<file path="src/rtl/sram_1p_front_pkg.sv">
// Shared defaults and FSM state type for the single-port SRAM front end.
package sram_1p_front_pkg;

  localparam int unsigned ADDR_W_DEF     = 11;
  localparam int unsigned DATA_W_DEF     = 5;
  localparam int unsigned DEPTH_DEF      = 2048;
  localparam int unsigned STARVE_MAX_DEF = 4;

  typedef enum logic {
    ST_INIT = 1'b0,
    ST_RUN  = 1'b1
  } state_e;

endpackage

</file>
<file path="src/rtl/sram_1p_front_wbuf.sv">
// One-entry posted-write buffer with starvation age and read-forward compare.
// Ports:
//   clock, reset          clock and synchronous active-high reset
//   load, load_addr/data  capture a newly accepted write (wins over drain)
//   drain                 buffered entry is written to the SRAM this cycle
//   rd_addr               address of the read being presented this cycle
//   wb_valid/addr/data    buffered entry
//   starve                entry has waited STARVE_MAX cycles and must drain
//   fwd_hit               rd_addr matches the valid buffered entry
module sram_1p_front_wbuf
  import sram_1p_front_pkg::*;
#(
  parameter int unsigned ADDR_W     = ADDR_W_DEF,
  parameter int unsigned DATA_W     = DATA_W_DEF,
  parameter int unsigned STARVE_MAX = STARVE_MAX_DEF
) (
  input  logic              clock,
  input  logic              reset,
  input  logic              load,
  input  logic [ADDR_W-1:0] load_addr,
  input  logic [DATA_W-1:0] load_data,
  input  logic              drain,
  input  logic [ADDR_W-1:0] rd_addr,
  output logic              wb_valid,
  output logic [ADDR_W-1:0] wb_addr,
  output logic [DATA_W-1:0] wb_data,
  output logic              starve,
  output logic              fwd_hit
);

  localparam int unsigned AGE_W = (STARVE_MAX == 0) ? 1 : $clog2(STARVE_MAX + 1);

  logic              valid_q, valid_d;
  logic [ADDR_W-1:0] addr_q, addr_d;
  logic [DATA_W-1:0] data_q, data_d;
  logic [AGE_W-1:0]  age_q, age_d;

  // Age saturates at the threshold; a load restarts it from zero.
  always_comb begin : wbuf_next
    valid_d = valid_q;
    addr_d  = addr_q;
    data_d  = data_q;
    age_d   = age_q;
    if (valid_q && !drain && (age_q < AGE_W'(STARVE_MAX))) begin
      age_d = age_q + AGE_W'(1);
    end
    if (drain) begin
      valid_d = 1'b0;
    end
    if (load) begin
      valid_d = 1'b1;
      addr_d  = load_addr;
      data_d  = load_data;
      age_d   = '0;
    end
  end

  always_ff @(posedge clock) begin : wbuf_regs
    if (reset) begin
      valid_q <= 1'b0;
      addr_q  <= '0;
      data_q  <= '0;
      age_q   <= '0;
    end else begin
      valid_q <= valid_d;
      addr_q  <= addr_d;
      data_q  <= data_d;
      age_q   <= age_d;
    end
  end

  assign wb_valid = valid_q;
  assign wb_addr  = addr_q;
  assign wb_data  = data_q;
  assign starve   = valid_q && (age_q >= AGE_W'(STARVE_MAX));
  assign fwd_hit  = valid_q && (rd_addr == addr_q);

endmodule

</file>
<file path="src/rtl/sram_1p_front.sv">
// Front end for a single-port SRAM: sweeps INIT_VAL into every entry after
// reset, then arbitrates one read port and one buffered write port onto the
// SRAM, with read-after-write forwarding from the write buffer.
// Ports:
//   clock, reset                     clock, synchronous active-high reset
//   r_req_valid/ready/addr           read request handshake
//   r_resp_valid/data                read response, one cycle after accept
//   w_req_valid/ready/addr/data      write request handshake
//   init_done                        sweep complete
//   sram_en/wmode/addr/wdata/rdata   SRAM macro port (rdata one cycle late)
// Build option: HOLD_READ_EN makes r_resp_data hold the last response while
// r_resp_valid is low; otherwise it passes sram_rdata through.
module sram_1p_front
  import sram_1p_front_pkg::*;
#(
  parameter int unsigned ADDR_W     = ADDR_W_DEF,
  parameter int unsigned DATA_W     = DATA_W_DEF,
  parameter int unsigned DEPTH      = DEPTH_DEF,
  parameter int unsigned INIT_VAL   = 0,
  parameter int unsigned STARVE_MAX = STARVE_MAX_DEF
) (
  input  logic              clock,
  input  logic              reset,
  input  logic              r_req_valid,
  output logic              r_req_ready,
  input  logic [ADDR_W-1:0] r_req_addr,
  output logic              r_resp_valid,
  output logic [DATA_W-1:0] r_resp_data,
  input  logic              w_req_valid,
  output logic              w_req_ready,
  input  logic [ADDR_W-1:0] w_req_addr,
  input  logic [DATA_W-1:0] w_req_data,
  output logic              init_done,
  output logic              sram_en,
  output logic              sram_wmode,
  output logic [ADDR_W-1:0] sram_addr,
  output logic [DATA_W-1:0] sram_wdata,
  input  logic [DATA_W-1:0] sram_rdata
);

  state_e            state_q, state_d;
  logic [ADDR_W-1:0] cnt_q, cnt_d;
  logic              resp_valid_q, resp_valid_d;
  logic              fwd_q, fwd_d;
  logic [DATA_W-1:0] fwd_data_q, fwd_data_d;

  logic              r_fire, w_fire, wb_drain;
  logic              wb_valid, wb_starve, wb_hit;
  logic [ADDR_W-1:0] wb_addr;
  logic [DATA_W-1:0] wb_data;
  logic [DATA_W-1:0] resp_data;

  sram_1p_front_wbuf #(
    .ADDR_W     (ADDR_W),
    .DATA_W     (DATA_W),
    .STARVE_MAX (STARVE_MAX)
  ) u_wbuf (
    .clock     (clock),
    .reset     (reset),
    .load      (w_fire),
    .load_addr (w_req_addr),
    .load_data (w_req_data),
    .drain     (wb_drain),
    .rd_addr   (r_req_addr),
    .wb_valid  (wb_valid),
    .wb_addr   (wb_addr),
    .wb_data   (wb_data),
    .starve    (wb_starve),
    .fwd_hit   (wb_hit)
  );

  // Sweep/run sequencing and SRAM port arbitration; reset silences the port.
  always_comb begin : fsm_next
    state_d     = state_q;
    cnt_d       = cnt_q;
    r_fire      = 1'b0;
    w_fire      = 1'b0;
    wb_drain    = 1'b0;
    r_req_ready = 1'b0;
    w_req_ready = 1'b0;
    init_done   = 1'b0;
    sram_en     = 1'b0;
    sram_wmode  = 1'b0;
    sram_addr   = '0;
    sram_wdata  = '0;
    if (!reset) begin
      unique case (state_q)
        ST_INIT: begin
          sram_en    = 1'b1;
          sram_wmode = 1'b1;
          sram_addr  = cnt_q;
          sram_wdata = DATA_W'(INIT_VAL);
          cnt_d      = cnt_q + ADDR_W'(1);
          if (cnt_q == ADDR_W'(DEPTH - 1)) begin
            state_d = ST_RUN;
            cnt_d   = '0;
          end
        end
        ST_RUN: begin
          init_done   = 1'b1;
          // A starved write blocks reads; otherwise reads win the port.
          r_req_ready = !wb_starve;
          r_fire      = r_req_valid && r_req_ready;
          wb_drain    = wb_valid && !r_fire;
          w_req_ready = !wb_valid || wb_drain;
          w_fire      = w_req_valid && w_req_ready;
          if (r_fire) begin
            sram_en   = 1'b1;
            sram_addr = r_req_addr;
          end else if (wb_drain) begin
            sram_en    = 1'b1;
            sram_wmode = 1'b1;
            sram_addr  = wb_addr;
            sram_wdata = wb_data;
          end
        end
        default: ;
      endcase
    end
  end

  // Forward decision is taken at accept time against the pre-load buffer,
  // so a write accepted alongside the read is never forwarded.
  always_comb begin : resp_next
    resp_valid_d = r_fire;
    fwd_d        = fwd_q;
    fwd_data_d   = fwd_data_q;
    if (r_fire) begin
      fwd_d      = wb_hit;
      fwd_data_d = wb_data;
    end
  end

  always_ff @(posedge clock) begin : main_regs
    if (reset) begin
      state_q      <= ST_INIT;
      cnt_q        <= '0;
      resp_valid_q <= 1'b0;
      fwd_q        <= 1'b0;
      fwd_data_q   <= '0;
    end else begin
      state_q      <= state_d;
      cnt_q        <= cnt_d;
      resp_valid_q <= resp_valid_d;
      fwd_q        <= fwd_d;
      fwd_data_q   <= fwd_data_d;
    end
  end

  assign resp_data    = (resp_valid_q && fwd_q) ? fwd_data_q : sram_rdata;
  assign r_resp_valid = resp_valid_q && !reset;

`ifdef HOLD_READ_EN
  logic [DATA_W-1:0] hold_q, hold_d;

  // Remember the last delivered response for the idle cycles that follow.
  always_comb begin : hold_next
    hold_d = hold_q;
    if (resp_valid_q) begin
      hold_d = resp_data;
    end
  end

  always_ff @(posedge clock) begin : hold_regs
    if (reset) begin
      hold_q <= '0;
    end else begin
      hold_q <= hold_d;
    end
  end

  assign r_resp_data = reset ? '0 : (resp_valid_q ? resp_data : hold_q);
`else
  assign r_resp_data = reset ? '0 : resp_data;
`endif

endmodule

</file>
<file path="config.mk">
export PLATFORM = sky130hd
export DESIGN_NAME = sram_1p_front
export DESIGN_NICKNAME = d
export VERILOG_FILES = /design/src/rtl/sram_1p_front_pkg.sv /design/src/rtl/sram_1p_front_wbuf.sv /design/src/rtl/sram_1p_front.sv
export SDC_FILE = /design/constraint.sdc
export NUM_CORES = 1
export LEC_CHECK = 0
export BUFFER_PORTS_ARGS = -buffer_cell sky130_fd_sc_hd__buf_2
export CAP_MARGIN = 20
export CORE_MARGIN = 1.5
export CORE_UTILIZATION = 40
export CTS_BUF_LIST = sky130_fd_sc_hd__clkbuf_16
export DETAILED_ROUTE_END_ITERATION = 10
export GPL_TIMING_DRIVEN = 1
export PLACE_DENSITY_LB_ADDON = 0.3
export SLEW_MARGIN = 40
export SYNTH_ARGS = -nofsm -noshare
export SYNTH_HDL_FRONTEND = slang
export SYNTH_HIERARCHICAL = 1
export SYNTH_SLANG_ARGS = --single-unit
</file>
<file path="constraint.sdc">
create_clock -name clock -period 6.3 [get_ports clock]
set_input_delay 1.89 -clock clock [delete_from_list [all_inputs] [get_ports clock]]
set_output_delay 1.89 -clock clock [all_outputs]
set_load 0.05 [all_outputs]
</file>
After elaboration in Yosys (flattened, before gate mapping). Cells that the tools add are included.

Bits in read-only memories: 0. Bits of input ports: 36. Word-level logic and storage cells: 67. RAM bits: 0. Bits in latches: 0. Output and inout bits: 27. Memories: 0. Register bits: 39.

Multiply operators: 0. $lt $le $gt $ge: 2. Bitwise gates (word level): 1. Shift operators: 0. Multiplexer cells: 34. Add/subtract/negate cells: 2. Reductions and logical operators: 17. Div/mod/pow operators: 0. Eq/ne operators: 2.

Operator list (number): 11-bit 2-to-1 mux (4); 5-bit 2-to-1 mux (5); 11-bit case mux with 2 select lines (1); 1-bit 2-to-1 mux (21); 11-bit by 1-bit adder with 11-bit output, second input constant (1); 11-bit equality test (1); 11-bit equality test, second input constant (1); 5-bit case mux with 2 select lines (1); 1-bit logical AND (9); 1-bit logical NOT (5); 1-bit case mux with 2 select lines (2); 3-bit by 1-bit adder with 3-bit output, second input constant (1); 3-bit >= comparator, second input constant (1); 3-bit < comparator, second input constant (1); 2-bit nonzero test (1); 2-bit OR reduction (1); 1-bit logical OR (1); 1-bit NOT (1).

Depth between registers and ports, before layout. Gate-level depths: netlist (run 1).

Word-level depth: 11. Depth in mapped cells: 7. Mapped depth without buffers: 6.

By module. The synthesis (run 1) kept the hierarchy.

Modules (own cells, without submodules): sram_1p_front (times used 1, cells each 180, sequential area each 380.4 um^2, area each 1263.7 um^2); sram_1p_front_wbuf (times used 1, cells each 83, sequential area each 400.4 um^2, area each 864.6 um^2).

Least setup slack after synthesis (run 1). No wires, ideal clock.

Kind: in2out. Start point: input port r_req_valid. End point: output port sram_addr[1]. Data required time: 4410 ps. Path buffers: 1. Arrival time: 3688 ps. Cell stages on the path: 4. Path slack: 722 ps. Path through: nor2b_1 buf_2 nand2_1 a311oi_1.

Cells in the longest elaborated chain, start to end: 7.

Ends and longest elaborated chain: from (decl) (line sram_1p_front.sv:24) `input logic r_req_valid,`; 1-bit logical AND * (line sram_1p_front.sv:103) `r_fire = r_req_valid && r_req_ready;`; 1-bit logical NOT (line sram_1p_front.sv:104) `wb_drain = wb_valid && !r_fire;`; 1-bit logical AND (line sram_1p_front.sv:104); 11-bit 2-to-1 mux (line sram_1p_front.sv:110) `end else if (wb_drain) begin`; 11-bit 2-to-1 mux * (line sram_1p_front.sv:107) `if (r_fire) begin`; 11-bit case mux with 2 select lines * (line sram_1p_front.sv:87) `unique case (state_q)`; 11-bit 2-to-1 mux * (line sram_1p_front.sv:86) `if (!reset) begin`; to (decl) (line sram_1p_front.sv:36) `output logic [ADDR_W-1:0] sram_addr,`.

Mark *: on every way between the ends. The rest lies on a longest branch, timed or not.

Worst setup path after layout (run 1).
Start point: input port r_req_valid. End point: output port sram_addr[10].

The elaborated chain is that of the path after synthesis.

==> results.ini, run 1 <==
[status]
status = finished, final reports clean

[power]
p_comb_share_pct = 9.1
power.share.clock_pct = 50.4
power_frac_seq_pct = 40.4
p_sw_share_pct = 21.04
cellInternalPower_w = 0.0004946
power_switching_w = 0.0001318
power.density_nw_per_um2 = 236.3
cellLeakagePower_nw = 1.008
peakVddDrop_mv = 0.1272

[floorplanning]
die_h_um = 75.95
num_rows = 26
die_area_um2 = 5768
coreArea_um2 = 5107
start_util_pct = 41.67
die_width_um = 75.95
ioPinCount = 63

[synthesis]
syn-num-nets = 301
async_flop_share_pct = 0
synth-edff-count = 0
syn_area_um2 = 2128
synth-warning-count = 6
ys_seq_area_share_pct = 36.68
synth_top_family_by_area = simple AND/OR/NAND/NOR gates
ys_ff_latch = 39
yosys_most_used_dff = dfxtp_1
synthSimpleGateAreaFrac_pct = 29.51
synthAdderAreaFrac_pct = 1.176
ys_types = 42
synth_compound_area_share_pct = 13.46
syn_area_per_cell_um2 = 8.092
synthMuxAreaShare_pct = 8.524
syn-instance-count = 263
synth-xor-area-share_pct = 5.761

[cells_and_area]
area_delta_synth_final_pct = 24.57
seq_area_um2 = 782.0
drive_above_1_share_pct = 25.79
diodes = 0
nets = 355
fill_cells = 491
multi_input_area_um2 = 1252

[sta]
hold_viol_final = 0
rsz0062_at_grt = no
whs_ns = 0.4577
finalSetupViolations = 0
tns_ns = 0
max_freq_mhz = 196.6
slew_violations = 0
layout_min_cycle_time_ns = 5.085
skew_ns = 0.004288
tightest_slew_ns = 0.6111
finalCritPeriodShare_pct = 80.72
slew_headroom_pct = 59.26

[global_routing]
grt_pass1_vias = 1836
grt-ovfl-total = 0
grt_util_all_layers_pct = 18.58
grt_pass1_wl_mm = 8.742
antenna_found_initial = 0
grt_start_max_net_pins = 53

[routing]
first_iter_violations = 231
wl_per_cell_um = 13.10
routed_via_density = 5.119
wirelength_mm = 5.082
detail-route-antenna-nets = 0
drc = 0
firstDrtPassIters = 4
vias = 1986

[clock_network]
post_cts_resized = 0
clk_pin_slew_worst_paths_ns = 0.06
clk_latency_ns = 0.27
cts.path.max_buffers = 2
cts_root_buf = clkbuf_16
cts_tree = done
cts_max_level = 2
cts_hold_buf = 0
cts.sinks = 39
cts_buffers = 5
cts_setup_buffers = 0

[placement]
gp_congestion = 0.8833
dp_hpwl_mm = 3.747
portBuffers = 62

[setup_path]
worst-setup-path-type = input port to output port
critPathRequiredTime_ns = 4.41
rrSetupSlack_ns = 4.01
worstPathArrival_ns = 3.20
crit_path_end_kind = output port
crit_fanout = 13
crit_path_start_kind = input port

[hold_path]
hold_path_class = flop to flop

[job]
maxCapViolCount = 0

-- cells in the final DEF, fill, tap and decap left out, types with 2 or more instances in the layout --
master     Yosys  final
nand2_1       35     35
inv_1          5      6
or3_1          3      3
nand3b_1       2      2
nor2_1        34     34
nand4_1        4      4
ha_1           2      2
xnor2_1       12     12
buf_2          5     62
and2_2         1      2
bufinv_16      0      2
nand3_1       17     17
nand2b_1       3      3
xor2_1         2      2
nor2b_1        5      4
o21ai_0        8      8
clkbuf_16      0      5
a31oi_1        2      2
nor3_2         2      3
nor3_1         3      2
or4_1          3      3
mux2i_1       17     17
and2_1         6      5
a311oi_1      10     10
a21oi_1       14     14
o31ai_1        3      3
o22ai_1        2      2
dfxtp_1       39     38
nor4_1         2      2
-- power groups by stage --
| stage | Sequential (W) | Clock [W] | Combinational, W |
|---|---|---|---|
| after floorplan | 0.000257 | 0 | 0.0000367 |
| after global placement | 0.000258 | 0 | 0.0000568 |
| after detailed placement | 0.000258 | 0 | 0.0000570 |
| after CTS | 0.000253 | 0.000321 | 0.0000575 |
| after global routing | 0.000254 | 0.000331 | 0.0000632 |
| final | 0.000253 | 0.000316 | 0.0000573 |
-- final timing paths --
check,startpoint,endpoint,cells past startpoint
worst max-delay path,r_req_valid,sram_addr[10],5
worst min-delay path,fwd_data_q[2],fwd_data_q[2],2
worst max register to register,u_wbuf/wb_valid,u_wbuf/wb_addr[3],6
worst min register to register,fwd_data_q[2],fwd_data_q[2],2
-- cell type report --
| class | count | share of cell area [%] |
|---|---|---|
| Multi-Input combinational cell | 202 | 47.24 |
| Clock buffer | 5 | 4.719 |
| Sequential cell | 39 | 29.50 |
| Inverter | 6 | 0.8495 |
| Clock inverter | 3 | 2.407 |
| Timing Repair Buffer | 63 | 11.99 |
| Tap cell | 70 | 3.303 |
-- layer usage --
metal	GRT usage, %	part of all wire, %	vias up
met5	0	0	-
met4	7.963	2.4	0
met3	3.855	4.4	11
met2	28.92	46	42
met1	24.93	48	896
li1	-	-	1037
-- registers in the layout, summed over array words and instances (netlist names) --
| signal | flops |
|---|---|
| cnt_q | 11 |
| u_wbuf/wb_addr | 11 |
| fwd_data_q | 5 |
| u_wbuf/wb_data | 5 |
| u_wbuf/age_q | 3 |
| fwd_q | 1 |
| resp_valid_q | 1 |
| state_q | 1 |
| u_wbuf/wb_valid | 1 |
-- Yosys cell counts (2+ instances only) --
cell type / count / area [um2]
a311oi_1: 10 / 87.58
nor3_2: 2 / 20.02
nor3_1: 3 / 15.01
and2_1: 6 / 37.54
o31ai_1: 3 / 22.52
nor2_1: 34 / 127.6
xnor2_1: 12 / 105.1
buf_1: 3 / 11.26
or3_1: 3 / 18.77
nand2b_1: 3 / 18.77
nor2b_1: 5 / 31.28
or4_1: 3 / 22.52
buf_2: 5 / 25.02
o21ai_0: 8 / 40.04
nand4_1: 4 / 25.02
inv_1: 5 / 18.77
nand3b_1: 2 / 15.01
o22ai_1: 2 / 12.51
dfxtp_1: 39 / 780.8
a21oi_1: 14 / 70.07
nand3_1: 17 / 85.08
xor2_1: 2 / 17.52
mux2i_1: 17 / 170.2
clkbuf_1: 5 / 18.77
buf_4: 2 / 15.01
nand2_1: 35 / 131.4
ha_1: 2 / 25.02
nor4_1: 2 / 12.51
a31oi_1: 2 / 12.51
-- logic make-up after synthesis --
| group | Yosys count |
|---|---|
| buf+inv | 22 |
| fa+ha+maj | 2 |
| flops | 39 |
| compound gates | 43 |
| xor+xnor | 14 |
| mux | 18 |
| simple gates | 125 |
-- per-stage QoR --
stage | std cells | setup slack [ns] | power, W | instance area [um2] | util, %
CTS | 388 | 0.8941 | 0.0006312 | 2644 | 51.76
global route | 388 | 1.061 | 0.0006475 | 2651 | 51.91
floorplan | 263 | 0.7217 | 0.0002942 | 2128 | -
detailed placement | 380 | 0.8977 | 0.0003155 | 2455 | 48.06
global placement | 380 | 0.9748 | 0.0003153 | 2452 | 48.02
finish | 388 | 1.215 | 0.0006264 | 2651 | 51.91
-- worst max-delay path: stages --
cell and delay [ns]:
buf_2 0.09, nor2b_2 0.42, nand2_1 0.10, a311oi_1 0.36, buf_2 0.33
Power figures use the tool's default switching activity.
==> run 2, diff against run 1 <==
Clock period 6.3 ns to 4.1 ns, I/O delays scaled along.
==> results.ini, run 2 (synthesized netlist as in run 1, its figures left out) <==
[placement]
portBuffers = 62  ; unchanged
dp_hpwl_mm = 3.866  ; +3.2%
dp_slack_ns = 0.4558  ; -0.4420 ns
gp_congestion = 0.9080  ; +2.8%

[setup_path]
path_common_cell = buf_2
crit_start = r_req_valid
crit_fanout = 12  ; -1
crit_path_start_kind = input port
critPathRequiredTime_ns = 2.87  ; -1.54 ns
crit_buf_inv = 2  ; unchanged
r2r_cells = 6  ; unchanged
crit_slowest_cell = a311oi_2
crit_path_end_kind = output port
crit_family = buffers and inverters
worstPathArrival_ns = 2.42  ; -0.78 ns
crit_path_cell_trace = buf_2 -> nand2b_1 -> nand3_1 -> a311oi_2 -> buf_2
r2r_start = state_q
worst-setup-path-type = input port to output port
cpPeakStageDelay_ns = 0.33  ; -0.09 ns
crit_cells = 5  ; unchanged

[clock_network]
post_cts_resized = 0  ; unchanged
cts_max_level = 2  ; unchanged
clk_latency_ns = 0.27  ; about the same
cts_root_buf = clkbuf_16
clk_pin_slew_worst_paths_ns = 0.05  ; about the same
cts_hold_buf = 0  ; unchanged
cts_tree = done
cts_setup_buffers = 0  ; unchanged
cts_buffers = 5  ; unchanged
cts.path.max_buffers = 2  ; unchanged
cts.sinks = 39  ; unchanged

[cells_and_area]
layout_common_cells = 62 x buf_2, 39 x dfxtp_1, 35 x nand2_1
drive_above_1_share_pct = 28.09  ; +2.3 points
multi_input_area_um2 = 1300  ; +3.8%
diodes = 0  ; unchanged
layout_commonest_cell = buf_2
area_delta_synth_final_pct = 26.40
seq_area_um2 = 780.7  ; -0.16%
nets = 361  ; +1.7%
fill_cells = 507  ; +3.3%

[floorplanning]
ioPinCount = 63  ; unchanged
coreArea_um2 = 5107  ; unchanged
die_width_um = 75.95  ; unchanged
die_area_um2 = 5768  ; unchanged
start_util_pct = 41.67  ; unchanged
die_h_um = 75.95  ; unchanged
num_rows = 26  ; unchanged

[global_routing]
grt_util_all_layers_pct = 18.68  ; +0.10 points
grt_pass1_vias = 1863  ; +1.5%
grt_start_max_net_pins = 25  ; -53%
grt-ovfl-total = 0  ; unchanged
antenna_found_initial = 0  ; unchanged
grt_pass1_wl_mm = 8.728  ; -0.16%

[sta]
max_freq_mhz = 273.6
layout_min_cycle_time_ns = 3.654
skew_ns = 0.003885  ; -0.0004022 ns
slew_violations = 0  ; unchanged
tns_ns = 0  ; unchanged
tightest_slew_ns = 0.5251  ; -0.08597 ns
finalCritPeriodShare_pct = 89.13
rsz0062_at_grt = no
hold_viol_final = 0  ; unchanged
setup_slack_ns = 0.4456  ; -0.7689 ns
finalSetupViolations = 0  ; unchanged
slew_headroom_pct = 64.67  ; +5.4 points

[hold_path]
min_path_cells = 2  ; unchanged
hold_path_class = flop to flop
worstHoldStart = fwd_data_q[0]

[power]
power.density_nw_per_um2 = 310.2  ; +31%
cellLeakagePower_nw = 1.020  ; +1.2%
peakVddDrop_mv = 0.1417  ; +11%

[routing]
first_iter_violations = 116  ; -50%
wl_per_cell_um = 12.99  ; -0.79%
detail-route-antenna-nets = 0  ; unchanged
routed_via_density = 5.132  ; +0.26%
wirelength_mm = 5.120  ; +0.75%
drc = 0  ; unchanged
vias = 2022  ; +1.8%
firstDrtPassIters = 4  ; unchanged

[status]
status = finished, final reports clean

[job]
maxCapViolCount = 0  ; unchanged

-- run 2: final timing paths --
kind | endpoint | slack [ns]
setup reg to reg | u_wbuf/wb_data[4] | 2.13
setup / recovery | sram_addr[2] | 0.45
hold reg to reg | fwd_data_q[0] | 0.46
hold / removal | fwd_data_q[0] | 0.46
-- run 2: area by class of cell --
cell class | instances | share of cell area, %
clock buffers | 5 | 4.651
clock inverters | 3 | 0.4186
inverters | 6 | 0.8372
multi-input cells | 202 | 48.33
flip-flops and latches | 39 | 29.02
well taps | 70 | 3.256
repair buffers | 69 | 13.49
-- run 2: where the power goes --
group | switching, W | internal, W
Sequential | 0.00000545 | 0.000383
Combinational | 0.0000596 | 0.0000328
Clock | 0.000135 | 0.000218
Total | 0.000200 | 0.000635
-- run 2: worst reg2reg max path, delay by kind of cell, from the launching register on --
family                 cells  cell delay [ns]
AO/OA/AOI/OAI              1             0.23
buffers and inverters      1             0.31
multiplexers               1             0.27
flip-flops                 1             0.64
AND/OR/NAND/NOR            3             0.40
-- run 2: stage by stage --
stage,area [um2],util (%),instances,power (W),hold WS (ns)
after global routing,2690,52.67,394,0.0008682,0.4875
after CTS,2690,52.67,394,0.0008438,0.4623
after floorplan,2185,-,263,0.0004551,0.4362
after detailed placement,2554,50.00,386,0.0004898,0.4552
after global placement,2554,50.00,386,0.0004888,0.4508
final,2690,52.67,394,0.0008344,0.4590
-- run 2: layer usage --
layer / part of all wire, % / wire length [um] / track usage [%] / vias to the layer above
met5: 0 / 0 / 0 / -
met4: 1.8 / 90 / 8.519 / 0
met3: 4.2 / 214 / 3.133 / 6
met2: 47 / 2431 / 30.36 / 47
met1: 47 / 2384 / 24.26 / 924
li1: - / - / - / 1045
==> run 3, diff against run 2 <==
Settings changed: CELL_PAD_IN_SITES_DETAIL_PLACEMENT from default to 1, CELL_PAD_IN_SITES_GLOBAL_PLACEMENT from default to 2, CORE_UTILIZATION 40 to 26.
==> results.ini, run 3 (synthesized netlist as in run 1, its figures left out) <==
[sta]
rsz0062_at_grt = no
tightest_slew_ns = 0.6059  ; +0.08077 ns
setup_slack_ns = 0.4049  ; -0.04076 ns
hold_viol_final = 0  ; unchanged
finalSetupViolations = 0  ; unchanged
slew_violations = 0  ; unchanged
slew_headroom_pct = 59.55  ; -5.1 points
whs_ns = 0.4615  ; +0.002523 ns
layout_min_cycle_time_ns = 3.695  ; +0.04076 ns
max_freq_mhz = 270.6  ; -1.1%
skew_ns = 0.005738  ; +0.001853 ns
tns_ns = 0  ; unchanged
finalCritPeriodShare_pct = 90.12  ; +0.99 points

[clock_network]
cts.sinks = 39  ; unchanged
clk_latency_ns = 0.28  ; about the same
clk_pin_slew_worst_paths_ns = 0.05  ; about the same
cts_setup_buffers = 0  ; unchanged
post_cts_resized = 0  ; unchanged
cts_max_level = 2  ; unchanged
cts_root_buf = clkbuf_16
cts_buffers = 5  ; unchanged
cts_tree = done
cts.path.max_buffers = 2  ; unchanged
cts_hold_buf = 0  ; unchanged

[routing]
routed_via_density = 4.830  ; -5.9%
wirelength_mm = 6.135  ; +20%
wl_per_cell_um = 14.47  ; +11%
firstDrtPassIters = 4  ; unchanged
vias = 2048  ; +1.3%
drc = 0  ; unchanged
detail-route-antenna-nets = 0  ; unchanged
first_iter_violations = 79  ; -32%

[cells_and_area]
layout_common_cells = 62 x buf_2, 39 x dfxtp_1, 35 x nand2_1
drive_above_1_share_pct = 28.26  ; +0.17 points
area_delta_synth_final_pct = 28.51
final-instance-count-excl-fill = 424  ; +7.6%
fill_cells = 986  ; +94%
diodes = 0  ; unchanged
layout_commonest_cell = buf_2
nets = 361  ; unchanged

[placement]
gp_congestion = 0.7319  ; -19%
dp.cells = 418  ; +8.3%
dp_slack_ns = 0.3723  ; -0.08351 ns
portBuffers = 62  ; unchanged
dp_hpwl_mm = 4.668  ; +21%

[setup_path]
worst-setup-path-type = input port to output port
r2r-end = u_wbuf/wb_addr[4]
crit_fanout = 12  ; unchanged
rrSetupSlack_ns = 1.90  ; -0.23 ns
critPathRequiredTime_ns = 2.87  ; about the same
crit_path_end_kind = output port
worstPathArrival_ns = 2.47  ; +0.05 ns
r2r_cells = 6  ; unchanged
r2r_start = state_q
crit_path_start_kind = input port

[hold_path]
min_to = fwd_data_q[3]
worstHoldStart = fwd_data_q[3]
min_path_cells = 2  ; unchanged
hold_path_class = flop to flop

[floorplanning]
ioPinCount = 63  ; unchanged
num_rows = 32  ; +23%
start_util_pct = 27.26  ; -14 points
die_h_um = 93.48  ; +23%
die_area_um2 = 8738  ; +51%
coreArea_um2 = 7807  ; +53%
die_width_um = 93.48  ; +23%

[global_routing]
grt_pass1_wl_mm = 10.27  ; +18%
grt_start_max_net_pins = 47  ; +88%
grt_util_all_layers_pct = 14.80  ; -3.9 points
grt-ovfl-total = 0  ; unchanged
grt_pass1_vias = 2070  ; +11%
antenna_found_initial = 0  ; unchanged

[job]
maxCapViolCount = 0  ; unchanged

[power]
power.density_nw_per_um2 = 305.6  ; -1.5%
cellLeakagePower_nw = 1.022  ; +0.21%
fin_total_pwr_w = 0.0008357  ; +0.16%
peakVddDrop_mv = 0.1268  ; -10%

[status]
status = finished, final reports clean

## run 3: cell types whose count changed in the layout (fill, tap and decap cells not counted), sizes merged
cell    before  now
clkinv       3    1
## run 3: metal layers
layer  GRT usage, %  vias up  part of all wire, %
met5              0        -                    0
met4          3.409        0                 0.68
met3          2.764        4                  2.8
met2          24.76       22                   48
met1          19.57      981                   48
li1               -     1041                    -
## run 3: metrics by stage
step / util, % / area, um2
floorplan: - / 2185
global placement: 33.38 / 2606
detailed placement: 33.38 / 2606
CTS: 35.03 / 2735
global route: 35.03 / 2735
finish: 35.03 / 2735
## run 3: worst max-delay path by stage
stage	to	start	slack, ns	cells past startpoint
floorplan	sram_addr[10]	r_req_valid	0.04	3
global placement	sram_addr[3]	r_req_valid	0.42	5
detailed placement	sram_addr[9]	r_req_valid	0.37	5
CTS	sram_addr[9]	r_req_valid	0.37	5
global route	sram_addr[5]	r_req_valid	0.28	5
finish	sram_addr[9]	r_req_valid	0.40	5
## run 3: cell type report
cell class,instances,area (um2),area share [%]
multi-input cells,202,1300,47.53
flip-flops and latches,39,780.7,28.55
repair buffers,69,375.4,13.72
well taps,102,127.6,4.666
clock buffers,5,125.1,4.575
inverters,6,22.52,0.8234
clock inverters,1,3.754,0.1372
## run 3: report_power, final
part           internal [W]  switching [W]   total, W
clock              0.000216       0.000136   0.000352
combinational     0.0000337      0.0000608  0.0000945
sequential         0.000383     0.00000568   0.000389
total              0.000633       0.000203   0.000836
## run 3: worst max-delay path: stages
cell and delay, ns:
buf_2 0.11, nand2b_1 0.34, nand3_1 0.16, a311oi_2 0.31, buf_2 0.31
